--- src/rtl/fft_pkg.sv ---
// fft_pkg: shared types and arithmetic helpers for the radix-2 FFT stages.
//   cplx_t      - complex sample at the default stage output width
//   cplx_calc_t - wide working type used by the helper functions, so one
//                 helper serves any stage width up to CALC_W bits
//   rnd_half    - (v + 1) >>> 1, divide by two rounding half up
//   rot_mj      - multiply by -j: (re, im) -> (im, -re)
package fft_pkg;

  localparam int IN_W   = 14;
  localparam int OUT_W  = IN_W + 1;
  localparam int CALC_W = 32;

  typedef struct packed {
    logic signed [OUT_W-1:0] re;
    logic signed [OUT_W-1:0] im;
  } cplx_t;

  typedef struct packed {
    logic signed [CALC_W-1:0] re;
    logic signed [CALC_W-1:0] im;
  } cplx_calc_t;

  function automatic logic signed [CALC_W-1:0] rnd_half(input logic signed [CALC_W-1:0] v);
    return (v + CALC_W'(1)) >>> 1;
  endfunction

  function automatic cplx_calc_t rot_mj(input cplx_calc_t d);
    cplx_calc_t o;
    o.re = d.im;
    o.im = -d.re;
    return o;
  endfunction

endpackage

--- src/rtl/fft_r2_stage_if.sv ---
// fft_r2_stage_if: beat bus of the radix-2 stage.
//   din_valid/din_sof/scale_en, din_r/din_i : input beat (LANES x IN_W, signed content)
//   dout_valid/dout_sof/dout_eof, dout_r/dout_i : output beat (LANES x OUT_W, signed content)
//   frame_err : framing violation pulse, aligned with the input beat
// master drives input beats and observes results; slave is the stage.
interface fft_r2_stage_if #(
  parameter int LANES = 16,
  parameter int IN_W  = 14,
  parameter int OUT_W = IN_W + 1
);
  logic                        din_valid;
  logic                        din_sof;
  logic                        scale_en;
  logic [LANES-1:0][IN_W-1:0]  din_r;
  logic [LANES-1:0][IN_W-1:0]  din_i;
  logic                        dout_valid;
  logic                        dout_sof;
  logic                        dout_eof;
  logic [LANES-1:0][OUT_W-1:0] dout_r;
  logic [LANES-1:0][OUT_W-1:0] dout_i;
  logic                        frame_err;

  modport master (
    output din_valid, din_sof, scale_en, din_r, din_i,
    input  dout_valid, dout_sof, dout_eof, dout_r, dout_i, frame_err
  );

  modport slave (
    input  din_valid, din_sof, scale_en, din_r, din_i,
    output dout_valid, dout_sof, dout_eof, dout_r, dout_i, frame_err
  );
endinterface

--- src/rtl/fft_r2_bfly.sv ---
// fft_r2_bfly: combinational radix-2 butterfly for one lane pair.
//   a_*, b_* : operands (IN_W signed)
//   rot      : rotate the difference by -j
//   scale    : rounded /2 on both results (after rotation)
//   s_*, d_* : a+b and (optionally rotated) a-b, OUT_W signed
module fft_r2_bfly #(
  parameter int IN_W  = 14,
  parameter int OUT_W = IN_W + 1
) (
  input  logic signed [IN_W-1:0]  a_r,
  input  logic signed [IN_W-1:0]  a_i,
  input  logic signed [IN_W-1:0]  b_r,
  input  logic signed [IN_W-1:0]  b_i,
  input  logic                    rot,
  input  logic                    scale,
  output logic signed [OUT_W-1:0] s_r,
  output logic signed [OUT_W-1:0] s_i,
  output logic signed [OUT_W-1:0] d_r,
  output logic signed [OUT_W-1:0] d_i
);
  import fft_pkg::*;

  cplx_calc_t sum, dif, dif_rot, sum_out, dif_out;

  // Work in the wide type: sign extension happens in the casts, so the
  // add/subtract can never overflow before the final narrowing.
  always_comb begin
    sum.re  = CALC_W'(a_r) + CALC_W'(b_r);
    sum.im  = CALC_W'(a_i) + CALC_W'(b_i);
    dif.re  = CALC_W'(a_r) - CALC_W'(b_r);
    dif.im  = CALC_W'(a_i) - CALC_W'(b_i);
    dif_rot = rot ? rot_mj(dif) : dif;
    sum_out = sum;
    dif_out = dif_rot;
    if (scale) begin
      sum_out.re = rnd_half(sum.re);
      sum_out.im = rnd_half(sum.im);
      dif_out.re = rnd_half(dif_rot.re);
      dif_out.im = rnd_half(dif_rot.im);
    end
  end

  assign s_r = OUT_W'(sum_out.re);
  assign s_i = OUT_W'(sum_out.im);
  assign d_r = OUT_W'(dif_out.re);
  assign d_i = OUT_W'(dif_out.im);

endmodule

--- src/rtl/fft_r2_stage.sv ---
// fft_r2_stage: parametrised radix-2 butterfly stage.
//   clk, rstn : clock, asynchronous active-low reset
//   bus       : fft_r2_stage_if.slave (input beat, output beat, frame_err)
// Pairs lane k with k+STRIDE in each group of 2*STRIDE lanes, tracks the
// frame position of each beat for the -j schedule and sof/eof tags, and
// delays data and tags together by PIPE cycles (arithmetic in stage 1).
module fft_r2_stage #(
  parameter int LANES       = 16,
  parameter int STRIDE      = 8,
  parameter int IN_W        = 14,
  parameter int OUT_W       = IN_W + 1,
  parameter int PIPE        = 2,
  parameter int FRAME_BEATS = 32,
  parameter int TW_PERIOD   = 0
) (
  input logic           clk,
  input logic           rstn,
  fft_r2_stage_if.slave bus
);
  import fft_pkg::*;

  localparam int CW     = $clog2(FRAME_BEATS);
  localparam int TW_DIV = (TW_PERIOD == 0) ? 1 : TW_PERIOD;

  logic [CW-1:0] beat_cnt;
  logic [CW-1:0] beat_idx;
  logic          seen_sof;
  logic          is_last;
  logic          tw_rot;
  logic          tag_sof;
  logic          tag_eof;

  // A sof restarts the frame wherever the counter happens to be.
  assign beat_idx = bus.din_sof ? '0 : beat_cnt;
  assign is_last  = (beat_idx == CW'(FRAME_BEATS - 1));
  assign tag_sof  = bus.din_valid && (beat_idx == '0);
  assign tag_eof  = bus.din_valid && is_last;
  assign tw_rot   = (TW_PERIOD != 0) &&
                    (((32'(beat_idx) / 32'(TW_DIV)) % 32'd2) == 32'd1);

  // Missing sof is only an error once a frame has been started by a sof;
  // before that, beats at count 0 are silently taken as beat 0.
  assign bus.frame_err = bus.din_valid &&
                         (( bus.din_sof && (beat_cnt != '0)) ||
                          (!bus.din_sof && (beat_cnt == '0) && seen_sof));

  always_ff @(posedge clk or negedge rstn) begin
    if (!rstn) begin
      beat_cnt <= '0;
      seen_sof <= 1'b0;
    end else if (bus.din_valid) begin
      beat_cnt <= is_last ? '0 : beat_idx + CW'(1);
      seen_sof <= seen_sof | bus.din_sof;
    end
  end

  logic [LANES-1:0][OUT_W-1:0] bf_r;
  logic [LANES-1:0][OUT_W-1:0] bf_i;

  for (genvar g = 0; g < LANES / 2; g++) begin : g_bfly
    localparam int K = (g / STRIDE) * 2 * STRIDE + (g % STRIDE);
    fft_r2_bfly #(.IN_W(IN_W), .OUT_W(OUT_W)) u_bfly (
      .a_r  (bus.din_r[K]),
      .a_i  (bus.din_i[K]),
      .b_r  (bus.din_r[K+STRIDE]),
      .b_i  (bus.din_i[K+STRIDE]),
      .rot  (tw_rot),
      .scale(bus.scale_en),
      .s_r  (bf_r[K]),
      .s_i  (bf_i[K]),
      .d_r  (bf_r[K+STRIDE]),
      .d_i  (bf_i[K+STRIDE])
    );
  end

  // Data registers load only with a valid beat so outputs hold across bubbles.
  logic [LANES-1:0][OUT_W-1:0] pr [PIPE];
  logic [LANES-1:0][OUT_W-1:0] pi [PIPE];
  logic [PIPE-1:0]             pv;
  logic [PIPE-1:0]             ps;
  logic [PIPE-1:0]             pe;

  always_ff @(posedge clk or negedge rstn) begin
    if (!rstn) begin
      pv <= '0;
      ps <= '0;
      pe <= '0;
      for (int n = 0; n < PIPE; n++) begin
        pr[n] <= '0;
        pi[n] <= '0;
      end
    end else begin
      pv[0] <= bus.din_valid;
      ps[0] <= tag_sof;
      pe[0] <= tag_eof;
      if (bus.din_valid) begin
        pr[0] <= bf_r;
        pi[0] <= bf_i;
      end
      for (int n = 1; n < PIPE; n++) begin
        pv[n] <= pv[n-1];
        ps[n] <= ps[n-1];
        pe[n] <= pe[n-1];
        if (pv[n-1]) begin
          pr[n] <= pr[n-1];
          pi[n] <= pi[n-1];
        end
      end
    end
  end

  assign bus.dout_valid = pv[PIPE-1];
  assign bus.dout_sof   = ps[PIPE-1];
  assign bus.dout_eof   = pe[PIPE-1];
  assign bus.dout_r     = pr[PIPE-1];
  assign bus.dout_i     = pi[PIPE-1];

endmodule

--- src/flat_wrapper.sv ---
// flat-port wrapper written by rule: the top's interface ports become plain ports
module fft_r2_stage_flat import fft_pkg::*;
#(
  parameter int LANES       = 16,
  parameter int STRIDE      = 8,
  parameter int IN_W        = 14,
  parameter int OUT_W       = IN_W + 1,
  parameter int PIPE        = 2,
  parameter int FRAME_BEATS = 32,
  parameter int TW_PERIOD   = 0
)
  (clk, rstn, bus_din_valid, bus_din_sof, bus_scale_en, bus_din_r, bus_din_i, bus_dout_valid, bus_dout_sof, bus_dout_eof, bus_dout_r, bus_dout_i, bus_frame_err);
  fft_r2_stage_if #(.LANES(LANES), .IN_W(IN_W), .OUT_W(OUT_W)) bus_i ();
  input logic clk;
  input logic rstn;
  input wire logic [$bits(bus_i.din_valid)-1:0] bus_din_valid;
  input wire logic [$bits(bus_i.din_sof)-1:0] bus_din_sof;
  input wire logic [$bits(bus_i.scale_en)-1:0] bus_scale_en;
  input wire logic [$bits(bus_i.din_r)-1:0] bus_din_r;
  input wire logic [$bits(bus_i.din_i)-1:0] bus_din_i;
  output wire logic [$bits(bus_i.dout_valid)-1:0] bus_dout_valid;
  output wire logic [$bits(bus_i.dout_sof)-1:0] bus_dout_sof;
  output wire logic [$bits(bus_i.dout_eof)-1:0] bus_dout_eof;
  output wire logic [$bits(bus_i.dout_r)-1:0] bus_dout_r;
  output wire logic [$bits(bus_i.dout_i)-1:0] bus_dout_i;
  output wire logic [$bits(bus_i.frame_err)-1:0] bus_frame_err;
  assign bus_i.din_valid = bus_din_valid;
  assign bus_i.din_sof = bus_din_sof;
  assign bus_i.scale_en = bus_scale_en;
  assign bus_i.din_r = bus_din_r;
  assign bus_i.din_i = bus_din_i;
  assign bus_dout_valid = bus_i.dout_valid;
  assign bus_dout_sof = bus_i.dout_sof;
  assign bus_dout_eof = bus_i.dout_eof;
  assign bus_dout_r = bus_i.dout_r;
  assign bus_dout_i = bus_i.dout_i;
  assign bus_frame_err = bus_i.frame_err;
  fft_r2_stage #(.LANES(LANES), .STRIDE(STRIDE), .IN_W(IN_W), .OUT_W(OUT_W), .PIPE(PIPE), .FRAME_BEATS(FRAME_BEATS), .TW_PERIOD(TW_PERIOD)) u_core (.clk(clk), .rstn(rstn), .bus(bus_i));
endmodule
--- config.mk ---
export PLATFORM = sky130hd
export DESIGN_NAME = fft_r2_stage_flat
export DESIGN_NICKNAME = d
export VERILOG_FILES = /design/src/rtl/fft_pkg.sv /design/src/rtl/fft_r2_stage_if.sv /design/src/rtl/fft_r2_bfly.sv /design/src/rtl/fft_r2_stage.sv /design/src/flat_wrapper.sv
export SDC_FILE = /design/constraint.sdc
export NUM_CORES = 2
export LEC_CHECK = 0
export CAP_MARGIN = 25
export CORE_ASPECT_RATIO = 1.1
export CORE_MARGIN = 2
export CORE_UTILIZATION = 41
export DETAILED_ROUTE_END_ITERATION = 12
export PLACE_DENSITY_LB_ADDON = 0.2
export SLEW_MARGIN = 5
export SYNTH_ARGS = -nofsm -noshare
export SYNTH_HDL_FRONTEND = slang
export SYNTH_SLANG_ARGS = --single-unit
--- constraint.sdc ---
create_clock -name clk -period 2.8 [get_ports clk]
set_input_delay 0.7 -clock clk [delete_from_list [all_inputs] [get_ports clk]]
set_output_delay 0.7 -clock clk [all_outputs]
set_load 0.005 [all_outputs]
==> run summary <==
## STA
• **final period demand of the worst path** 3020 ps
• **Slew @ Worst Pin** 1050 ps
• **Max Freq** 0.331 GHz
• **worst slew margin relative to its limit** 29.7%
• **clock skew** 35.5 ps
• **least setup slack across all paths after layout** -222 ps
• **Fin. Hold Viols** 0
• **Final Cycle Share** 108%
• **final setup violation count** 32
• **final number of max-transition violations** 0
• **RSZ-0062 raised after global routing** yes

## GRT
• **initial antenna violation count** 43
• **number of global-route vias before repair** 67900
• **maximum number of pins on one net before global-route repair** 144
• **total global-route track usage** 28.5%
• **first-pass GRT wire length** 400000 µm
• **sum of overflow across all layers after global routing** 0

## Power and ir drop
• **Pint** 0.0409 W
• **overall power of the completed layout** 0.0622 W
• **power density over the cells** 572 nW/µm²
• **Logic pwr share** 43.1%
• **Worst VDD drop** 0.458 mV
• **Reg power frac** 32.3%
• **proportion of total power due to net switching** 34.1%
• **cell leakage power** 49.2 nW
• **net switching power** 0.0212 W
• **Clock Power Share** 24.5%

## Clock network
• **Num Clock Sinks** 972
• **Root Driver** sky130_fd_sc_hd__clkbuf_16
• **TritonCTS clock tree** yes
• **Clock Pin Slew Worst Setup and Hold Paths** 60 ps
• **worst-skew pair later-pin latency** 760 ps
• **number of buffers created by CTS** 109
• **maximum count of clock buffers along a single path** 3
• **number of H-tree branching levels** 3

## Worst hold path
• **number of cells traversed by the worst hold path** 0
• **hold path start** u_core.ps[0]$_DFF_PN0_
• **Hold Path Class** flop to flop
• **worst min-delay path endpoint** u_core.ps[1]$_DFF_PN0_

## Synth
• **total number of yosys warnings** 0
• **Net Count, Synth** 8987
• **Post-Syn Area** 72400 µm²
• **synthesized area per cell** 9.03 µm²
• **share of synthesized registers carrying an async set or reset** 100%
• **Post-synth top flop** sky130_fd_sc_hd__dfrtp_1
• **Yosys reg bits** 972
• **number of instances in the synthesized netlist** 8019
• **sequential share of the synthesized area** 33.6%
• **number of enable-type register cells in the synthesized netlist** 0
• **number of library cell types mapped by synthesis** 109

## Floorplan
• **effective utilization at floorplan** 41.3%
• **height of the chip** 445 µm
• **row count** 161
• **Die Width** 405 µm
• **full die area** 180000 µm²
• **I/O pin cnt** 937
• **placeable core area** 175000 µm²

## Route
• **met2 wire length** 129000 µm
• **Avg WL per Cell** 21.0 µm
• **initial detailed-routing violation count** 3672
• **total length of routed met3 wires** 13800 µm
• **top metal layer carrying routed signals** met5
• **vias** 68700
• **number of remaining DRC errors** 0
• **post-detailed-route via-to-cell ratio** 5.39
• **Total Routed Length** 267000 µm
• **wl on met1** 111000 µm
• **iteration count of the initial detailed-routing pass** 6
• **Antenna Nets Post-Route** 0

## Finish
• **layout cell share with drive strength beyond 1** 40.9%
• **FF+latch area** 24300 µm²
• **area of the multi-input gates** 49400 µm²
• **non-filler cells in the finished layout** 12700
• **final net count** 11300
• **utilization after layout** 62.0%
• **number of fill cells in the layout** 14700
• **synthesis-to-finish area growth** 50.2%

## Place
• **worst setup slack before clock tree synthesis** -1500 ps
• **routability congestion estimate** 0.958
• **post-detailed-placement half-perimeter wirelength** 208000 µm
• **number of buffers added on ports** 936
• **# placed instances** 12300

## Worst setup path
• **standard cell with the maximum stage delay on the critical path** sky130_fd_sc_hd__or4_4
• **reg2reg start** u_core.pv[0]$_DFF_PN0_
• **kind of start point of the critical path** input port
• **maximum net fanout on the critical path** 4
• **Required @ worst endpoint** 3430 ps
• **RR Endpoint** u_core.bus.dout_r[217]$_DFFE_PN0P_
• **CP bufs+invs** 1
• **signal arrival time at the worst endpoint** 3650 ps
• **R2R cell count** 3
• **cells traversed along the worst timing path** buf_8, ha_4, fa_2, nand2b_4, a21oi_2, or3_4, a221oi_4, nand2_2, or4_4, nand3b_4, nand3b_1, mux2_4, o221a_1
• **reg2reg setup slack** 970 ps
• **category of the most critical setup path** input port to flop
• **cell class contributing the biggest share of worst-path delay** simple AND/OR/NAND/NOR gates
• **kind of capture point of the worst setup path** flop
• **stage delay of the slowest cell on the critical path** 580 ps

## Run status
• **violations in the final reports** negative setup slack
• **outcome** finished with violations

## Job
• **max cap viols** 0

-- stage by stage --
| step | hold WS (ps) | setup TNS (ps) | area [µm²] |
|---|---|---|---|
| final | 362 | -2680 | 109000 |
| after floorplan | 331 | -49770 | 76700 |
| after detailed placement | 350 | -380640 | 98400 |
| after CTS | 353 | -1700 | 105000 |
| after global routing | 367 | -7680 | 109000 |
| after global placement | 337 | -368460 | 98400 |
-- power by group through the flow --
stage                     logic, W  clock network [W]  registers [W]
after floorplan             0.0145                  0         0.0186
after global placement      0.0241                  0         0.0202
after detailed placement    0.0245                  0         0.0203
after CTS                   0.0255             0.0156         0.0201
after global routing        0.0289             0.0161         0.0203
final                       0.0268             0.0152         0.0201
-- layout by cell type (no fill, tap or decap), types with 94 or more instances in the layout --
cell / count
sky130_fd_sc_hd__buf_4: 2020
sky130_fd_sc_hd__xnor2_2: 104
sky130_fd_sc_hd__o21ai_0: 272
sky130_fd_sc_hd__ha_1: 295
sky130_fd_sc_hd__nor2_1: 551
sky130_fd_sc_hd__a211oi_1: 108
sky130_fd_sc_hd__nand3_1: 127
sky130_fd_sc_hd__ha_4: 157
sky130_fd_sc_hd__a21oi_1: 556
sky130_fd_sc_hd__nor3_1: 133
sky130_fd_sc_hd__xnor2_1: 192
sky130_fd_sc_hd__a21o_1: 191
sky130_fd_sc_hd__dfrtp_1: 971
sky130_fd_sc_hd__nand2_1: 380
sky130_fd_sc_hd__inv_1: 392
sky130_fd_sc_hd__mux2_2: 529
sky130_fd_sc_hd__mux2i_1: 94
sky130_fd_sc_hd__clkbuf_16: 111
sky130_fd_sc_hd__clkdlybuf4s50_1: 655
-- repair_timing --
item	in CTS	in global routing
setup buffers	144	134
gates cloned	0	0
resized for setup	810	836
pin swaps	409	540
setup endpoints to repair	284	219
hold buffers	1	0
endpoints found under the hold margin	18	0
-- kinds of logic after synthesis --
family,synth area share [%]
and+or+nand+nor,13.5
muxes,9.92
adders and majority gates,9.23
DFF,33.6
xor gates and xnor gates,5.08
buffers and inverters,9.72
AOI/OAI and AO/OA,19.0
-- cell type report --
class                      count  share of cell area (%)
multi-input combinational   5670                    45.4
timing repair buffer        3071                    23.9
sequential                   972                    22.4
clock buffer                 144                    2.84
tap                         2282                    2.63
inverter                     507                    2.09
clock inverter                59                   0.644
antenna                       26                  0.0598
-- cell usage after synthesis (all sizes together), types with 20 or more instances --
cell type  number  area [µm²]
xnor2         308        2700
or4            29         225
clkbuf        325        1220
ha            483        6040
nand3b         26         208
and2           38         238
o21bai         60         450
nand4          52         325
nor3b          24         180
o31a           25         219
mux2          550        6190
nor2          615        2310
o21a           54         405
a221oi         54         492
nand2b         90         586
fa             32         641
buf           545        3910
and4           21         184
nand3         168         841
a211o          20         175
or2            24         150
nor3          172         871
nor2b          90         563
a21oi         658        3300
inv           504        1890
xor2          111         980
o31ai          44         335
or3            43         269
a21o          191        1430
o211ai         51         388
o21ai         401        2010
mux2i          99         991
nor4           51         319
a32oi          21         184
a31oi          93         582
dfrtp         972       24300
and3           66         413
nand2         409        1540
o22ai          24         150
a2111oi        32         302
o311ai         27         259
a211oi        156        1190
-- worst max-delay path by stage --
stage,end,cells after the start,slack (ps),start
after CTS,u_core.pr[282]$_DFFE_PN0P_,14,-260,bus_din_r[28]
after floorplan,u_core.pr[268]$_DFFE_PN0P_,13,-720,bus_din_r[128]
after global routing,u_core.pr[282]$_DFFE_PN0P_,13,-270,bus_din_r[28]
after detailed placement,u_core.pr[282]$_DFFE_PN0P_,14,-1500,bus_din_r[28]
after global placement,u_core.pr[282]$_DFFE_PN0P_,14,-1500,bus_din_r[28]
final,u_core.pr[282]$_DFFE_PN0P_,13,-220,bus_din_r[28]
-- sequential cells by signal, indices dropped and copies added, names as in the netlist --
signal / flops
u_core.ps: 2
u_core.pe: 2
u_core.pi: 240
u_core.pr: 240
u_core.bus.dout_r: 240
u_core.seen_sof: 1
u_core.bus.dout_i: 240
u_core.beat_cnt: 5
u_core.pv: 2
-- worst register-to-register path, delay by kind of cell, from the launching register on --
kind | cells | cell delay [ps]
mux | 1 | 500
flops | 1 | 600
buf+inv | 2 | 600
-- per-layer routing --
metal	GRT usage, %	up-vias
li1	-	32700
met4	13.5	28
met1	35.5	33900
met2	48.1	1589
met5	0	-
met3	4.45	465
Power figures use the tool's default switching activity.
